==> config.mk <==
export PLATFORM = sky130hd
export DESIGN_NAME = cmp_seq_display_flat
export DESIGN_NICKNAME = d
export VERILOG_FILES = /design/src/rtl/cmp_seq_display_if.sv /design/src/rtl/cmp_seq_display.sv /design/src/flat_wrapper.sv
export SDC_FILE = /design/constraint.sdc
export NUM_CORES = 1
export LEC_CHECK = 0
export ABC_AREA = 1
export CAP_MARGIN = 20
export CORE_ASPECT_RATIO = 1.1
export CORE_MARGIN = 3
export CORE_UTILIZATION = 35
export CTS_CLUSTER_SIZE = 20
export DETAILED_ROUTE_END_ITERATION = 10
export DONT_BUFFER_PORTS = 1
export SKIP_CTS_REPAIR_TIMING = 1
export SLEW_MARGIN = 20
export SYNTH_ARGS = -nofsm -noshare
export SYNTH_HDL_FRONTEND = slang
export SYNTH_SLANG_ARGS = --single-unit
==> constraint.sdc <==
create_clock -name clk -period 2.9 [get_ports clk]
set_clock_uncertainty 0.05 [all_clocks]
set_input_delay 0.435 -clock clk [delete_from_list [all_inputs] [get_ports clk]]
set_output_delay 0.435 -clock clk [all_outputs]
set_load 0.005 [all_outputs]
==> src/rtl/cmp_seq_display_if.sv <==
// Operand/result bundle for cmp_seq_display: the master drives operands and controls,
// the slave returns status, flags, seven-segment patterns and outcome counts.
interface cmp_seq_display_if #(
    parameter int WIDTH = 8,
    parameter int CNT_W = 8
);
    localparam int DIGITS = WIDTH / 4;

    logic [WIDTH-1:0]    a;
    logic [WIDTH-1:0]    b;
    logic                load;
    logic                signed_mode;
    logic                clr_cnt;
    logic                busy;
    logic                valid;
    logic                lt;
    logic                eq;
    logic                gt;
    logic [8*DIGITS-1:0] hex_a;
    logic [8*DIGITS-1:0] hex_b;
    logic [7:0]          hex_rel;
    logic [CNT_W-1:0]    lt_cnt;
    logic [CNT_W-1:0]    eq_cnt;
    logic [CNT_W-1:0]    gt_cnt;

    modport master (
        output a, b, load, signed_mode, clr_cnt,
        input  busy, valid, lt, eq, gt, hex_a, hex_b, hex_rel, lt_cnt, eq_cnt, gt_cnt
    );

    modport slave (
        input  a, b, load, signed_mode, clr_cnt,
        output busy, valid, lt, eq, gt, hex_a, hex_b, hex_rel, lt_cnt, eq_cnt, gt_cnt
    );
endinterface

==> src/rtl/cmp_seq_display.sv <==
// Registered unsigned/signed magnitude comparator with active-low seven-segment
// operand digits, an L/E/G relation glyph and saturating outcome counters.
module cmp_seq_display #(
    parameter int WIDTH       = 8,
    parameter int HOLD_CYCLES = 4,
    parameter int CNT_W       = 8
) (
    input logic              clk,
    input logic              rst,
    cmp_seq_display_if.slave bus
);
    localparam int DIGITS = WIDTH / 4;
    localparam int HW     = (HOLD_CYCLES > 1) ? $clog2(HOLD_CYCLES) : 1;
    localparam logic [HW-1:0]    HOLD_INIT = HW'(HOLD_CYCLES - 1);
    localparam logic [CNT_W-1:0] CNT_MAX   = '1;

    typedef enum logic [1:0] {IDLE, CMP, SHOW} state_t;

    state_t              state, state_nx;
    logic                capture;
    logic [WIDTH-1:0]    a_r, b_r;
    logic                sm_r;
    logic                lt_r, eq_r, gt_r;
    logic                cmp_lt, cmp_eq, cmp_gt;
    logic [HW-1:0]       hold_cnt;
    logic [CNT_W-1:0]    lt_cnt, eq_cnt, gt_cnt;
    logic [8*DIGITS-1:0] hex_a_c, hex_b_c;
    logic [7:0]          hex_rel_c;

    function automatic logic [7:0] seg7(input logic [3:0] v);
        case (v)
            4'h0: seg7 = 8'hC0;  4'h1: seg7 = 8'hF9;  4'h2: seg7 = 8'hA4;  4'h3: seg7 = 8'hB0;
            4'h4: seg7 = 8'h99;  4'h5: seg7 = 8'h92;  4'h6: seg7 = 8'h82;  4'h7: seg7 = 8'hF8;
            4'h8: seg7 = 8'h80;  4'h9: seg7 = 8'h90;  4'hA: seg7 = 8'h88;  4'hB: seg7 = 8'h83;
            4'hC: seg7 = 8'hC6;  4'hD: seg7 = 8'hA1;  4'hE: seg7 = 8'h86;  default: seg7 = 8'h8E;
        endcase
    endfunction

    always_comb begin
        // NOTE: every output gets a default before the case so no path leaves one unassigned (no latch).
        state_nx = state;
        capture  = 1'b0;
        unique case (state)
            IDLE: begin
                if (bus.load) begin
                    state_nx = CMP;
                    capture  = 1'b1;
                end
            end
            CMP:  state_nx = SHOW;
            SHOW: begin
                // A new load restarts even while the hold window is still running.
                if (bus.load) begin
                    state_nx = CMP;
                    capture  = 1'b1;
                end else if (hold_cnt == '0) begin
                    state_nx = IDLE;
                end
            end
            default: state_nx = IDLE;
        endcase
    end

    always_comb begin
        if (sm_r) cmp_lt = $signed(a_r) < $signed(b_r);
        else      cmp_lt = a_r < b_r;
        cmp_eq = (a_r == b_r);
        cmp_gt = !cmp_lt && !cmp_eq;
    end

    // NOTE: sequential state uses non-blocking assignments so every flop samples pre-edge values.
    always_ff @(posedge clk or posedge rst) begin
        if (rst) begin
            state    <= IDLE;
            a_r      <= '0;
            b_r      <= '0;
            sm_r     <= 1'b0;
            lt_r     <= 1'b0;
            eq_r     <= 1'b0;
            gt_r     <= 1'b0;
            hold_cnt <= '0;
        end else begin
            state <= state_nx;
            if (capture) begin
                a_r  <= bus.a;
                b_r  <= bus.b;
                sm_r <= bus.signed_mode;
            end
            if (state == CMP) begin
                lt_r     <= cmp_lt;
                eq_r     <= cmp_eq;
                gt_r     <= cmp_gt;
                hold_cnt <= HOLD_INIT;
            end else if (state == SHOW && hold_cnt != '0) begin
                hold_cnt <= hold_cnt - 1'b1;
            end
        end
    end

    // Clear takes precedence over a coincident increment.
    always_ff @(posedge clk or posedge rst) begin
        if (rst) begin
            lt_cnt <= '0;
            eq_cnt <= '0;
            gt_cnt <= '0;
        end else if (bus.clr_cnt) begin
            lt_cnt <= '0;
            eq_cnt <= '0;
            gt_cnt <= '0;
        end else if (state == CMP) begin
            if (cmp_lt && lt_cnt != CNT_MAX) lt_cnt <= lt_cnt + 1'b1;
            if (cmp_eq && eq_cnt != CNT_MAX) eq_cnt <= eq_cnt + 1'b1;
            if (cmp_gt && gt_cnt != CNT_MAX) gt_cnt <= gt_cnt + 1'b1;
        end
    end

    always_comb begin
        for (int d = 0; d < DIGITS; d++) begin
            hex_a_c[8*d +: 8] = seg7(a_r[4*d +: 4]);
            hex_b_c[8*d +: 8] = seg7(b_r[4*d +: 4]);
        end
        // Lit decimal point on the leading digit marks a negative signed operand.
        if (sm_r) begin
            hex_a_c[8*DIGITS-1] = ~a_r[WIDTH-1];
            hex_b_c[8*DIGITS-1] = ~b_r[WIDTH-1];
        end
    end

    always_comb begin
        if (lt_r)      hex_rel_c = 8'hC7;
        else if (eq_r) hex_rel_c = 8'h86;
        else if (gt_r) hex_rel_c = 8'hC2;
        else           hex_rel_c = 8'hFF;
    end

    assign bus.busy    = (state == CMP);
    assign bus.valid   = (state == SHOW);
    assign bus.lt      = lt_r;
    assign bus.eq      = eq_r;
    assign bus.gt      = gt_r;
    assign bus.hex_a   = hex_a_c;
    assign bus.hex_b   = hex_b_c;
    assign bus.hex_rel = hex_rel_c;
    assign bus.lt_cnt  = lt_cnt;
    assign bus.eq_cnt  = eq_cnt;
    assign bus.gt_cnt  = gt_cnt;
endmodule

==> src/flat_wrapper.sv <==
// flat-port wrapper written by rule: the top's interface ports become plain ports
module cmp_seq_display_flat 
#(
    parameter int WIDTH       = 8,
    parameter int HOLD_CYCLES = 4,
    parameter int CNT_W       = 8
)
  (clk, rst, bus_a, bus_b, bus_load, bus_signed_mode, bus_clr_cnt, bus_busy, bus_valid, bus_lt, bus_eq, bus_gt, bus_hex_a, bus_hex_b, bus_hex_rel, bus_lt_cnt, bus_eq_cnt, bus_gt_cnt);
  cmp_seq_display_if #(.WIDTH(WIDTH), .CNT_W(CNT_W)) bus_i ();
  input logic clk;
  input logic rst;
  input wire logic [$bits(bus_i.a)-1:0] bus_a;
  input wire logic [$bits(bus_i.b)-1:0] bus_b;
  input wire logic [$bits(bus_i.load)-1:0] bus_load;
  input wire logic [$bits(bus_i.signed_mode)-1:0] bus_signed_mode;
  input wire logic [$bits(bus_i.clr_cnt)-1:0] bus_clr_cnt;
  output wire logic [$bits(bus_i.busy)-1:0] bus_busy;
  output wire logic [$bits(bus_i.valid)-1:0] bus_valid;
  output wire logic [$bits(bus_i.lt)-1:0] bus_lt;
  output wire logic [$bits(bus_i.eq)-1:0] bus_eq;
  output wire logic [$bits(bus_i.gt)-1:0] bus_gt;
  output wire logic [$bits(bus_i.hex_a)-1:0] bus_hex_a;
  output wire logic [$bits(bus_i.hex_b)-1:0] bus_hex_b;
  output wire logic [$bits(bus_i.hex_rel)-1:0] bus_hex_rel;
  output wire logic [$bits(bus_i.lt_cnt)-1:0] bus_lt_cnt;
  output wire logic [$bits(bus_i.eq_cnt)-1:0] bus_eq_cnt;
  output wire logic [$bits(bus_i.gt_cnt)-1:0] bus_gt_cnt;
  assign bus_i.a = bus_a;
  assign bus_i.b = bus_b;
  assign bus_i.load = bus_load;
  assign bus_i.signed_mode = bus_signed_mode;
  assign bus_i.clr_cnt = bus_clr_cnt;
  assign bus_busy = bus_i.busy;
  assign bus_valid = bus_i.valid;
  assign bus_lt = bus_i.lt;
  assign bus_eq = bus_i.eq;
  assign bus_gt = bus_i.gt;
  assign bus_hex_a = bus_i.hex_a;
  assign bus_hex_b = bus_i.hex_b;
  assign bus_hex_rel = bus_i.hex_rel;
  assign bus_lt_cnt = bus_i.lt_cnt;
  assign bus_eq_cnt = bus_i.eq_cnt;
  assign bus_gt_cnt = bus_i.gt_cnt;
  cmp_seq_display #(.WIDTH(WIDTH), .HOLD_CYCLES(HOLD_CYCLES), .CNT_W(CNT_W)) u_core (.clk(clk), .rst(rst), .bus(bus_i));
endmodule
# ---- Word level (Yosys, flattened, before mapping)
# Memory sizes are Yosys's and may differ from the RTL's.
# Cells that the tools add are included.
dict set report word_totals {
  register_bits 48
  romBits 448
  input_bits 21
  out_inout_bits 69
  elab_cells 74
  n_memories 4
}
dict set report classes {
  n_addsub 4
  order_cmp 2
  eq_ne 8
  muxes 23
  bitwise_logic 2
  reduce_logical 20
}
# name words word_bits rd rd_ports_with_merged_regs wr line
set memory_table {}
lappend memory_table {{(name not given)} 16 7 1 0 0 cmp_seq_display.sv:31} ;# case (v)
lappend memory_table {{(name not given)} 16 7 1 0 0 cmp_seq_display.sv:31}
lappend memory_table {{(name not given)} 16 7 1 0 0 cmp_seq_display.sv:31}
lappend memory_table {{(name not given)} 16 7 1 0 0 cmp_seq_display.sv:31}
# operator n
set ops {}
lappend ops {{2-to-1 mux 8 bit} 11}
lappend ops {{adder 8 x 1 -> 8 bit, second input constant} 3}
lappend ops {{inequality test 8 bit, second input constant} 3}
lappend ops {{less-than comparator 8 bit} 2}
lappend ops {{nonzero test 2 bit} 6}
lappend ops {{2-to-1 mux 2 bit} 5}
lappend ops {{== test 8 bit} 1}
lappend ops {{AND reduction 2 bit} 4}
lappend ops {{2-to-1 mux 6 bit} 1}
lappend ops {{one-hot mux 2 bit (3 select lines)} 1}
lappend ops {{logical AND 1 bit} 5}
lappend ops {{2-to-1 mux 1 bit} 5}
lappend ops {{logical NOT 2 bit} 2}
lappend ops {{inequality test 3 x 2 -> 1 bit, second input constant} 1}
lappend ops {{== test 2 x 1 -> 1 bit, second input constant} 1}
lappend ops {{== test 2 bit, second input constant} 1}
lappend ops {{logical NOT 1 bit} 2}
lappend ops {{inequality test 2 bit, second input constant} 1}
lappend ops {{inverter 1 bit} 2}
lappend ops {{OR reduction 2 bit} 1}
lappend ops {{subtractor 2 x 1 -> 2 bit, second input constant} 1}

# ---- Longest topological paths before layout
dict set report depth {
  depth_word 8
  depth_mapped 16
  ltp_nobuf 16
}

# ---- Least setup slack after synthesis
# No wires, ideal clock.
dict set report synth_path {
  path_type {register to register}
  from {reg u_core.b_r[7]}
  to {reg u_core.gt_cnt[0], in the netlist u_core.bus.gt_cnt[0]}
  setup_ns 0.117
  t_arrival_ns 1.922
  required_ns 2.733
  setup_slack_ns 0.811
  stages_incl_launch_ff 13
  n_path_buf 1
  period_less_slack_ns 2.089
  path_cell_list {dfrtp_1 > clkbuf_1 > inv_1 > ha_1 > a21o_1 > nor2_1 > nand2_1 > nand2_1 > nand4_1 > nand2_2 > nand2_2 > nand2_1 > nand2_1}
}
dict set report synth_via {
  elab_chain_cells 7
  word_cells_on_any_way 10
  cone_classes {order compare: 2; eq/ne: 1; mux: 1; reduce/logical: 6}
}
# element line
set synth_lines {}
lappend synth_lines {{start: declaration} cmp_seq_display.sv:21} ;# logic [WIDTH-1:0] a_r, b_r;
lappend synth_lines {{start signal: assignment} cmp_seq_display.sv:86} ;# b_r <= bus.b;
lappend synth_lines {{less-than comparator 8 bit (on tied branches)} {cmp_seq_display.sv:66, cmp_seq_display.sv:65}}
lappend synth_lines {{2-to-1 mux 1 bit} cmp_seq_display.sv:65} ;# if (sm_r) cmp_lt = $signed(a_r) < $signed(b_r);
lappend synth_lines {{logical NOT 1 bit} cmp_seq_display.sv:68} ;# cmp_gt = !cmp_lt && !cmp_eq;
lappend synth_lines {{logical AND 1 bit (*)} cmp_seq_display.sv:68}
lappend synth_lines {{logical AND 1 bit (*)} cmp_seq_display.sv:113} ;# if (cmp_gt && gt_cnt != CNT_MAX) gt_cnt <= gt_cnt + 1'b1;
lappend synth_lines {{nonzero test 2 bit (no line) (*)} --}
lappend synth_lines {{AND reduction 2 bit (no line) (*)} --}
lappend synth_lines {{end signal: assignment} cmp_seq_display.sv:113}
lappend synth_lines {{end: declaration} cmp_seq_display.sv:26} ;# logic [CNT_W-1:0] lt_cnt, eq_cnt, gt_cnt;
# Every way passes the cells marked *; elsewhere a longest branch is shown, timed or not.
# A chain may end at the register's enable or synchronous reset.

# ---- Worst setup path in the final report
dict set report layout_path {
  from {reg u_core.b_r[3]}
  to {reg u_core.gt_cnt[3], in the netlist u_core.bus.gt_cnt[3]}
}
# Same word-level chain as after synthesis.

==> run metrics <==
Max VDD drop 0.268 mV; Worst Reg-to-Reg Cells 14; CTS sink count between 40 and 50; CP dominant cell by count nand2_1; via/cell ratio a little over 5; sequential element share of the synthesized area 0.343; CTS max path bufs 2; Worst Hold Class in -> reg; root buffer cell clkbuf_8; cell accounting for the most synthesized area dfrtp_1; clock slew at reported path FFs around 100 ps; DR vias 3,024; # fillers between 900 and 1k; Worst setup EP type flip-flop; total area of multi-input combinational cells roughly 0.0020 sq mm; largest net degree at the start of global routing 35; Ys Warns 0; Hold Path Sink u_core.bus.eq_cnt[3]; dpl cells roughly 580; DPL Wire Length between 6 and 7 mm; DR WL/cell around 14 microns; Area contributors post-synth dfrtp_1 34%, nand2_1 13%, ha_1 13%; status complete, no violations; Tot GR Track Use 0.148; WP data arrival around 2400 ps; die width just over 100 microns; Max Cap Viol 0; Synth Instances 478; f_max approximately 440 MHz; row cnt 37; Final nets between 500 and 600; Synth async-reset ratio 1.00; final non-filler cell total 590; proportion of layout cells with a drive suffix above 1 0.0634; Synth Flop Type dfrtp_1; Clock Latency Late Sink around 300 ps; WP buf/inv 2; mapped cell area ~0.0035 sq mm; drt first-iter violations roughly 120; Setup Total Neg Slack 0 ps; total grt overflow 0; global-route wire length before repair 13.9 mm; Port Buffers 0; Reg area 0.00120 sq mm; hold path start bus_clr_cnt; worst slew pin tran 503 ps; I/O pin total 90; vias in the first global route ~3k; Worst slew margin 0.662; slowest cell delay on critical path roughly 420 ps; hold violation count in the final report 0; RSZ-0062 raised after global routing false; critical path peak fanout 9; Worst R2R End u_core.bus.gt_cnt[3]; area delta synth->final 6.25%; CTS H-Tree Depth 2; Final Critical Period ~2300 ps; CTS Buf Count 5; LEAKAGE roughly 1.9 nW; Slew Viols, Final 0; EDFF count, synth 0; CTS tree built; WS Path Type reg -> reg; antenna-violating nets left 0; flops & latches, synth 48; final setup fails 0; Syn Area/Cell 7.33 sq um; die area between 0.01 and 0.015 sq mm; total power slightly above 2 mW; Distinct cells, synth 38; Post-Route Utilization 0.391; DR DRC count 0; hold depth 1; Routed WL ~8.1 mm; reg-to-reg critical path startpoint u_core.b_r[3]; TritonRoute pass-1 iters 4; final hold slack around 140 ps; CP Cell Sequence clkinv_1, ha_1, nand2_1, inv_1, nand2_1, nand2_1, nand2_1, nand2_1, nand2_1, nand4_1, nand2_2, nand2_2, nand2_1, nand2_1; Die Y 111 microns; r2r setup slk approximately 630 ps; share of the synthesized area in the top cell type 0.343; power per cell area between 500 and 600 mW/mm^2; Tcrit/Tclk final 0.782; initial antenna violation count 0; routability cong. between 0.8 and 0.9; Setup crit start kind flip-flop; critical path's slowest cell dfrtp_1; CP top delay family simple AND/OR/NAND/NOR gates; # diodes 0; starting density of the core 0.368; CP required approximately 3100 ps; core area between 0.009 and 0.01 sq mm
[worst reg2reg max path, stage by stage, from the launching register on]
cell,delay [ps]
dfrtp_1,420
clkinv_1,260
ha_1,390
nand2_1,60
inv_1,50
nand2_1,60
nand2_1,50
nand2_1,90
nand2_1,50
nand2_1,110
nand4_1,110
nand2_2,170
nand2_2,160
nand2_1,100
nand2_1,50
[cells in the mapped netlist, types with 3 or more instances]
| cell type | n |
|---|---|
| a21oi_1 | 32 |
| buf_4 | 6 |
| inv_1 | 50 |
| nor3_1 | 5 |
| nand3_1 | 27 |
| inv_2 | 3 |
| ha_1 | 36 |
| o21ai_0 | 42 |
| nand2_2 | 5 |
| o31ai_1 | 3 |
| clkinv_1 | 3 |
| nand2_1 | 124 |
| clkbuf_1 | 9 |
| xor2_1 | 9 |
| nand4_1 | 6 |
| dfrtp_1 | 48 |
| nor2_1 | 42 |
[area by class of cell]
class                   count  share of cell area
flip-flops and latches     48               0.322
well taps                 117              0.0393
repair buffers              3             0.00672
inverters                  57              0.0581
clock buffers               5              0.0185
clock inverters             2              0.0161
multi-input cells         358               0.539
[sequential cells by signal (all words and copies together) (netlist names), 2 cells and up]
signal / cells
u_core.a_r: 8
u_core.b_r: 8
u_core.bus.eq_cnt: 8
u_core.bus.gt_cnt: 8
u_core.bus.lt_cnt: 8
u_core.hold_cnt: 2
u_core.state: 2
[through the flow]
| stage | cell area (sq um) | setup WS [ps] |
|---|---|---|
| final | 3720 | 631 |
| after global routing | 3720 | 346 |
| after CTS | 3710 | 632 |
| after detailed placement | 3590 | 636 |
| after global placement | 3590 | 660 |
| after floorplan | 3520 | 811 |
[cells by family after synthesis]
group	synth area share
compound gates	0.137
xor+xnor	0.0275
fa+ha+maj	0.128
buf+inv	0.0881
flops	0.343
other cells	0.00107
simple gates	0.275
[metal layers]
metal | wire (microns) | GRT usage | part of all wire
met2 | 3910 | 0.259 | 0.49
met5 | 0 | 0 | 0
met3 | 593 | 0.0441 | 0.074
met4 | 65 | 0.0310 | 0.0081
met1 | 3490 | 0.178 | 0.43
[cells in the final DEF, fill, tap and decap left out, types with 5 or more instances in the layout]
| cell type | instances |
|---|---|
| clkbuf_8 | 5 |
| nand4_1 | 6 |
| xor2_1 | 9 |
| nand2_1 | 124 |
| nand2_2 | 5 |
| a21oi_1 | 32 |
| dfrtp_1 | 48 |
| inv_1 | 49 |
| nand3_1 | 27 |
| o21ai_0 | 42 |
| nor2_1 | 42 |
| ha_1 | 36 |
| nor3_1 | 5 |
[how the worst max path moves through the flow]
stage	start	endpoint	cells after the start
2_1_floorplan	u_core.b_r[7]	u_core.bus.gt_cnt[0]	12
3_3_place_gp	u_core.b_r[3]	u_core.bus.gt_cnt[7]	14
3_5_place_dp	u_core.b_r[3]	u_core.bus.gt_cnt[1]	14
4_1_cts	u_core.b_r[3]	u_core.bus.gt_cnt[1]	14
5_1_grt	u_core.b_r[3]	u_core.bus.gt_cnt[1]	14
6_report	u_core.b_r[3]	u_core.bus.gt_cnt[3]	14
[report_power, final]
| part | switching [mW] | total [mW] | internal [mW] | leakage (nW) |
|---|---|---|---|---|
| logic | 0.402 | 0.600 | 0.198 | 1.18 |
| registers | 0.114 | 0.861 | 0.747 | 0.626 |
| clock network | 0.227 | 0.567 | 0.340 | 0.0642 |
Note: power is estimated with default switching activity, not from simulation.
